**config.mk**
```make
export PLATFORM = sky130hd
export DESIGN_NAME = instr_encoder_loader
export DESIGN_NICKNAME = d
export VERILOG_FILES = /design/src/rtl/enc_pkg.sv /design/src/rtl/instr_encode.sv /design/src/rtl/instr_encoder_loader.sv
export SDC_FILE = /design/constraint.sdc
export NUM_CORES = 1
export LEC_CHECK = 0
export CAP_MARGIN = 30
export CORE_AREA = 5 5 71 121
export DETAILED_ROUTE_END_ITERATION = 12
export DIE_AREA = 0 0 76 126
export GPL_TIMING_DRIVEN = 0
export HOLD_SLACK_MARGIN = 0.03
export PLACE_DENSITY = 0.79
export SKIP_CTS_REPAIR_TIMING = 1
export SKIP_LAST_GASP = 1
export SLEW_MARGIN = 20
export SYNTH_ARGS = -nofsm -noshare
export SYNTH_HDL_FRONTEND = slang
export SYNTH_SLANG_ARGS = --single-unit
```
**constraint.sdc**
```tcl
create_clock -name clk -period 3.4 [get_ports clk]
set_input_delay 1.02 -clock clk [delete_from_list [all_inputs] [get_ports clk]]
set_output_delay 1.02 -clock clk [all_outputs]
set_load 0.01 [all_outputs]
```
**src/rtl/enc_pkg.sv**
```systemverilog
// Shared types and constants for the RV32I field encoder and the imem program loader.
package enc_pkg;

  typedef enum logic [2:0] {
    FMT_R = 3'd0,
    FMT_I = 3'd1,
    FMT_S = 3'd2,
    FMT_B = 3'd3,
    FMT_U = 3'd4,
    FMT_J = 3'd5
  } fmt_e;

  typedef enum logic [1:0] {
    IDLE,
    LOAD,
    EMIT,
    DONE
  } state_e;

  localparam logic [6:0] OP_R    = 7'b0110011;
  localparam logic [6:0] OP_I    = 7'b0010011;
  localparam logic [6:0] OP_LOAD = 7'b0000011;
  localparam logic [6:0] OP_S    = 7'b0100011;
  localparam logic [6:0] OP_B    = 7'b1100011;
  localparam logic [6:0] OP_LUI  = 7'b0110111;
  localparam logic [6:0] OP_JAL  = 7'b1101111;

  // True when imm is representable as a two's-complement value of the given bit width.
  function automatic logic imm_fits(input logic [31:0] imm, input int unsigned bits);
    logic [31:0] hi;
    hi = $signed(imm) >>> (bits - 1);
    return (hi == '0) || (hi == '1);
  endfunction

endpackage

```
**src/rtl/instr_encode.sv**
```systemverilog
// Combinational RV32I field packer with per-format immediate legality check.
module instr_encode
  import enc_pkg::*;
(
  input  logic [2:0]  fmt,
  input  logic [6:0]  opcode,
  input  logic [4:0]  rd,
  input  logic [4:0]  rs1,
  input  logic [4:0]  rs2,
  input  logic [2:0]  fn3,
  input  logic        fn7_5,
  input  logic [31:0] imm,
  output logic [31:0] word,
  output logic        legal
);

  always_comb begin
    word  = '0;
    legal = 1'b0;
    case (fmt)
      FMT_R: begin
        word  = {1'b0, fn7_5, 5'b0, rs2, rs1, fn3, rd, opcode};
        legal = 1'b1;
      end
      FMT_I: begin
        word  = {imm[11:0], rs1, fn3, rd, opcode};
        legal = imm_fits(imm, 12);
      end
      FMT_S: begin
        word  = {imm[11:5], rs2, rs1, fn3, imm[4:0], opcode};
        legal = imm_fits(imm, 12);
      end
      FMT_B: begin
        word  = {imm[12], imm[10:5], rs2, rs1, fn3, imm[4:1], imm[11], opcode};
        legal = imm_fits(imm, 13) && !imm[0];
      end
      FMT_U: begin
        word  = {imm[31:12], rd, opcode};
        legal = (imm[11:0] == '0);
      end
      FMT_J: begin
        word  = {imm[20], imm[10:1], imm[11], imm[19:12], rd, opcode};
        legal = imm_fits(imm, 21) && !imm[0];
      end
      default: ;
    endcase
  end

endmodule

```
**src/rtl/instr_encoder_loader.sv**
```systemverilog
// Program loader: accepts field bundles, encodes them and writes consecutive imem words.
module instr_encoder_loader
  import enc_pkg::*;
#(
  parameter int ADDR_W    = 8,
  parameter int DEPTH     = 256,
  parameter int BASE_ADDR = 0
) (
  input  logic              clk,
  input  logic              reset,
  input  logic              start,
  input  logic              op_valid,
  output logic              op_ready,
  input  logic              op_last,
  input  logic [2:0]        op_fmt,
  input  logic [6:0]        op_opcode,
  input  logic [4:0]        op_rd,
  input  logic [4:0]        op_rs1,
  input  logic [4:0]        op_rs2,
  input  logic [2:0]        op_fn3,
  input  logic              op_fn7_5,
  input  logic [31:0]       op_imm,
  output logic              imem_we,
  output logic [ADDR_W-1:0] imem_addr,
  output logic [31:0]       imem_wdata,
  output logic              busy,
  output logic              done,
  output logic              err_imm,
  output logic              err_full,
  output logic [ADDR_W:0]   count
);

  localparam logic [ADDR_W-1:0] BASE = ADDR_W'(BASE_ADDR);
  localparam logic [ADDR_W:0]   FULL = (ADDR_W + 1)'(DEPTH);

  state_e      state;
  logic        we_r;
  logic        last_r;
  logic [31:0] enc_word;
  logic        enc_legal;

  instr_encode u_encode (
    .fmt    (op_fmt),
    .opcode (op_opcode),
    .rd     (op_rd),
    .rs1    (op_rs1),
    .rs2    (op_rs2),
    .fn3    (op_fn3),
    .fn7_5  (op_fn7_5),
    .imm    (op_imm),
    .word   (enc_word),
    .legal  (enc_legal)
  );

  // The word is encoded at the handshake edge; the strobe is masked so a reset
  // landing in the EMIT cycle never produces a write.
  assign imem_we = we_r & ~reset;

  always_ff @(posedge clk) begin
    if (reset) begin
      state      <= IDLE;
      op_ready   <= 1'b0;
      we_r       <= 1'b0;
      last_r     <= 1'b0;
      busy       <= 1'b0;
      done       <= 1'b0;
      err_imm    <= 1'b0;
      err_full   <= 1'b0;
      imem_addr  <= BASE;
      imem_wdata <= '0;
      count      <= '0;
    end else begin
      case (state)
        IDLE, DONE: begin
          if (start) begin
            state     <= LOAD;
            op_ready  <= 1'b1;
            busy      <= 1'b1;
            done      <= 1'b0;
            err_imm   <= 1'b0;
            err_full  <= 1'b0;
            imem_addr <= BASE;
            count     <= '0;
          end
        end
        LOAD: begin
          if (op_valid) begin
            state    <= EMIT;
            op_ready <= 1'b0;
            last_r   <= op_last;
            if (!enc_legal) err_imm <= 1'b1;
            if (count == FULL) err_full <= 1'b1;
            if (enc_legal && count != FULL) begin
              we_r       <= 1'b1;
              imem_wdata <= enc_word;
            end
          end
        end
        EMIT: begin
          we_r <= 1'b0;
          if (we_r) begin
            count <= count + 1'b1;
            if (imem_addr != '1) imem_addr <= imem_addr + 1'b1;
          end
          if (last_r) begin
            state <= DONE;
            busy  <= 1'b0;
            done  <= 1'b1;
          end else begin
            state    <= LOAD;
            op_ready <= 1'b1;
          end
        end
        default: state <= IDLE;
      endcase
    end
  end

endmodule

```
# Yosys cells after proc, flatten, opt, wreduce, memory -nomap -nowiden
# Cells that the tools add are included.
[word_totals]
ff_bits = 58
latchBits = 0
mem_bits_rw = 0
romBits = 0
inputBits = 66
output_inout_bits = 55
word_cells = 97
mem_count = 0
[classes]
n_addsub = 2
n_mul = 0
div_mod_pow = 0
order_cmp = 0
eq_ne = 23
shift = 0
n_mux = 31
bitwise_logic = 2
n_reduce_logical = 28
[op_table]
columns = ["cell", "count"]
rows = [
  ["one-hot mux 32 bit (6 select lines)", 1],
  ["== test 32 bit, second input constant", 3],
  ["zero test 32 bit", 3],
  ["two-way mux 8 bit", 3],
  ["two-way mux 9 bit", 2],
  ["!= test 2 bit, second input constant", 9],
  ["one-hot mux 9 bit (2 select lines)", 1],
  ["one-hot mux 8 bit (2 select lines)", 1],
  ["AND reduction 3 bit", 5],
  ["zero test 12 bit", 1],
  ["two-way mux 1 bit", 12],
  ["AND reduction 4 bit", 3],
  ["one-hot mux 1 bit (2 select lines)", 5],
  ["adder 9 x 1 -> 9 bit, second input constant", 1],
  ["== test 9 bit, second input constant", 1],
  ["!= test 9 bit, second input constant", 1],
  ["adder 8 x 1 -> 8 bit, second input constant", 1],
  ["!= test 8 bit, second input constant", 1],
  ["== test 3 x 2 -> 1 bit, second input constant", 2],
  ["== test 3 bit, second input constant", 2],
  ["two-way mux 2 bit", 3],
  ["one-hot mux 2 bit (3 select lines)", 1],
  ["nonzero test 2 bit", 3],
  ["one-hot mux 1 bit (5 select lines)", 1],
  ["13 further kinds", 20],
]

# Longest topological paths before layout
[logic_depth]
word_depth = 8
ltp_mapped = 10
depth_no_buf = 8

# Hierarchy
# A second synthesis with hierarchy kept.
[hier_totals]
cells_unflattened = 415
hier_area_um2 = 3278.1
[by_module_without_submodules]
columns = ["module", "instances", "cells_per_inst", "area_per_inst_um2"]
rows = [
  ["instr_encoder_loader", 1, 286, 2570.0],
  ["instr_encode", 1, 129, 708.2],
]

# Worst setup path after synthesis
# OpenSTA, ideal clock, no wires.
[synth_timing]
path_kind = "input-to-output"
start = "input port reset"
end = "output port imem_we"
arrival_ns = 1.828
required_ns = 2.380
setup_slack_ns = 0.552
path_stages = 4
n_path_buf = 3
path_cell_list = "clkbuf_1 clkbuf_1 clkbuf_1 nor2_1"
[synth_between]
elab_chain_cells = 2
[synth_rtl]
columns = ["item", "line_no", "rtl"]
rows = [
  ["from (decl)", "instr_encoder_loader.sv:10", "input logic reset,"],
  ["NOT 1 bit", "instr_encoder_loader.sv:57", "assign imem_we = we_r & ~reset;"],
  ["AND 1 bit", "instr_encoder_loader.sv:57", ""],
  ["to (decl)", "instr_encoder_loader.sv:23", "output logic imem_we,"],
]
# Every way passes these cells.

# Worst setup path in the final report
# Same ends and word-level chain as after synthesis.

==> run_results.csv <==
group,metric,value,unit
timing,setup_viol,0,
floorplan,chipHeight,126,microns
cells_and_area,drive_gt1_share,8.81,%
timing,layout_min_cycle_time,3.25,ns
route,drt_iter0_drc,191,
critical_path,start_kind,"primary input",
cells_and_area,diodes,0,
cells_and_area,fin_nets,580,
global_route,grt_pass1_vias,3615,
critical_path,max_stage_delay,0.54,ns
yosys,avgSynthCellArea,8.60,sq um
worst_hold_path,hold_path_class,"register to register",
route,wl_per_cell,17.8,microns
timing,slew-limit-headroom,57.2,%
route,routed.top_layer,"met4",
placement,port_buffers,118,
power_and_ir_drop,vdd_drop_max,0.240,mV
flow_run,maxCapViolations,0,
route,dr_wl_met2,5860,microns
critical_path,arrival,2.23,ns
global_route,grt.overflow.total,0,
power_and_ir_drop,power.leakage,1.68,nW
clock_network,clock_sinks,58,
floorplan,core,7510,sq um
route,first_pass_iters,4,
floorplan,initial_core_util,43.4,%
critical_path,cpMostUsedCell,"clkbuf_2",
placement,dp_hpwl,8500,microns
clock_network,clkLatencyLatePin,0.32,ns
cells_and_area,final_common_cell,"clkdlybuf4s50_1",
floorplan,rows,42,
cells_and_area,n_fill_cell,652,
critical_path,end_kind,"output pin",
yosys,synth_flop_cell,"dfxtp_1",
run_status,outcome,"complete, no violations",
clock_network,ctsLongestPathBuffers,2,
timing,rsz0062_at_grt,"no",
timing,finalCritPeriodShare,95.6,%
clock_network,cts_root_buf,"clkbuf_16",
timing,skew,0.00451,ns
floorplan,fp.dieArea,9580,sq um
yosys,synth.distinct_cells,56,
global_route,grt_pass1_wl,17100,microns
floorplan,num_io_pins,121,
global_route,grt_max_degree,11,
cells_and_area,instances_no_fill,599,
cells_and_area,regArea,1160,sq um
placement,place_inst,585,
clock_network,cts_tree,"yes",
timing,tns,0,ns
critical_path,critPathMaxFanout,10,
cells_and_area,area_growth,47.7,%
yosys,syn-cell-area,3260,sq um
cells_and_area,multi_input_area,1910,sq um
timing,worstMarginPinSlew,0.642,ns
clock_network,cts-htree-levels,3,
yosys,ys_seq_area_share,35.6,%
route,viasPerCell,5.80,
critical_path,required,2.38,ns
clock_network,cts_made_buffers,9,
route,wl_met1,3750,microns
cells_and_area,final_cell_mix,"118 x clkdlybuf4s50_1, 58 x dfxtp_1, 39 x nor2_1",
route,via_count,3477,
route,ant_nets,0,
yosys,synth_seq_cells,58,
cells_and_area,post-route-util,64.1,%
route,wl,10700,microns
critical_path,crit_family,"buffers and inverters",
power_and_ir_drop,power.density,373,nW/um^2
yosys,syn_nets,451,
route,wl_met3,550,microns
yosys,synth_edf_count,0,
critical_path,path_cells,"clkbuf_2 -> buf_2 -> clkbuf_2 -> nor2_1 -> clkdlybuf4s50_1",
critical_path,critPathKind,"primary input to output pin",
placement,place.gp.congestion,0.962,
route,drc,0,
timing,slew_viol_final,0,
global_route,antenna_found_initial,0,
critical_path,worst-path-buf-inv,4,
timing,max_freq,308,MHz
critical_path,crit_path_top_delay_cell,"clkdlybuf4s50_1",
timing,whs,0.481,ns
timing,hold_viol_final,0,
yosys,yosysWarnings,0,
yosys,synthArstFlopShare,0,%
clock_network,clkTransAtPathRegs,0.05,ns
yosys,synthCells,379,
global_route,globalRouteTotalUtil,22.0,%
floorplan,die_x,76,microns
## path summary, 6_finish.rpt
check	start	to	slack (ns)	cells past startpoint
worst max-delay path	reset	imem_we	0.15	5
worst min-delay path	err_full	err_full	0.48	2
worst max register to register	count[0]	imem_wdata[16]	1.12	9
worst min register to register	err_full	err_full	0.48	2
## layer usage
| layer | GRT usage [%] | up-vias |
|---|---|---|
| li1 | - | 1677 |
| met1 | 21.1 | 1637 |
| met2 | 41.3 | 128 |
| met3 | 4.79 | 35 |
| met4 | 13.7 | 0 |
| met5 | 0 | - |
## through the flow
| stage | total power [W] | cell area, sq um | setup slack (ns) |
|---|---|---|---|
| 2_1_floorplan | 0.000865 | 3260 | 0.552 |
| 3_3_place_gp | 0.00101 | 4550 | -0.228 |
| 3_5_place_dp | 0.00102 | 4550 | -0.259 |
| 4_1_cts | 0.00181 | 4810 | -0.254 |
| 5_1_grt | 0.00187 | 4810 | 0.0766 |
| 6_report | 0.00180 | 4810 | 0.151 |
## cell type report
class                      instances  area share (%)
timing repair buffer             118            24.5
clock inverter                     3           0.364
tap                               88            2.29
multi-input combinational        284            39.7
clock buffer                      11            5.04
sequential                        58            24.1
buffer                            26            3.14
inverter                          11           0.858
## sequential cells by signal (all words and copies together), names as in the netlist
register and count:
imem_wdata 32, count 9, imem_addr 8, state 2, busy 1, done 1
err_full 1, err_imm 1, last_r 1, op_ready 1, we_r 1
## tightest hold or removal path: cells and delay by family, from the launching register on
| kind | cells | cell delay (ns) |
|---|---|---|
| AOI/OAI and AO/OA | 1 | 0.04 |
| DFF | 1 | 0.33 |
| and+or+nand+nor | 1 | 0.07 |
## kinds of logic (layout without fill, tap and decap cells)
| logic type | after synthesis | count (layout) | synth area share [%] |
|---|---|---|---|
| flip-flops | 58 | 58 | 35.6 |
| AND/OR/NAND/NOR | 149 | 149 | 26.6 |
| XOR/XNOR | 9 | 9 | 2.42 |
| buffers and inverters | 37 | 169 | 5.80 |
| AO/OA/AOI/OAI | 109 | 109 | 23.8 |
| adder cells (fa/ha/maj) | 6 | 6 | 2.30 |
| multiplexers | 11 | 11 | 3.42 |
## cell usage after synthesis, types with 5 or more instances
| cell type | instances | area, sq um |
|---|---|---|
| nor3_1 | 9 | 45.0 |
| nor4_1 | 5 | 31.3 |
| nand2_1 | 15 | 56.3 |
| o21a_1 | 5 | 37.5 |
| clkbuf_1 | 12 | 45.0 |
| o21ai_0 | 14 | 70.1 |
| xor2_1 | 7 | 61.3 |
| o31ai_1 | 6 | 45.0 |
| a21oi_1 | 28 | 140 |
| a22oi_1 | 9 | 67.6 |
| nand2b_1 | 9 | 56.3 |
| ha_1 | 6 | 75.1 |
| a221oi_1 | 12 | 105 |
| mux2i_1 | 10 | 100 |
| or3_1 | 6 | 37.5 |
| inv_1 | 11 | 41.3 |
| a211oi_1 | 5 | 37.5 |
| nand4b_1 | 16 | 140 |
| nand4_1 | 12 | 75.1 |
| a31oi_1 | 6 | 37.5 |
| nor2b_1 | 16 | 100 |
| dfxtp_1 | 58 | 1160 |
| nand3_1 | 9 | 45.0 |
| nor2_1 | 39 | 146 |
## report_power, final
group	switching (W)	leakage, nW	total (W)	internal [W]
Sequential	0.0000107	0.469	0.000706	0.000695
Clock	0.000291	0.127	0.000791	0.000500
Combinational	0.000148	1.08	0.000299	0.000151
Total	0.000450	1.68	0.00180	0.00135
Note: power is estimated with default switching activity, not from simulation.
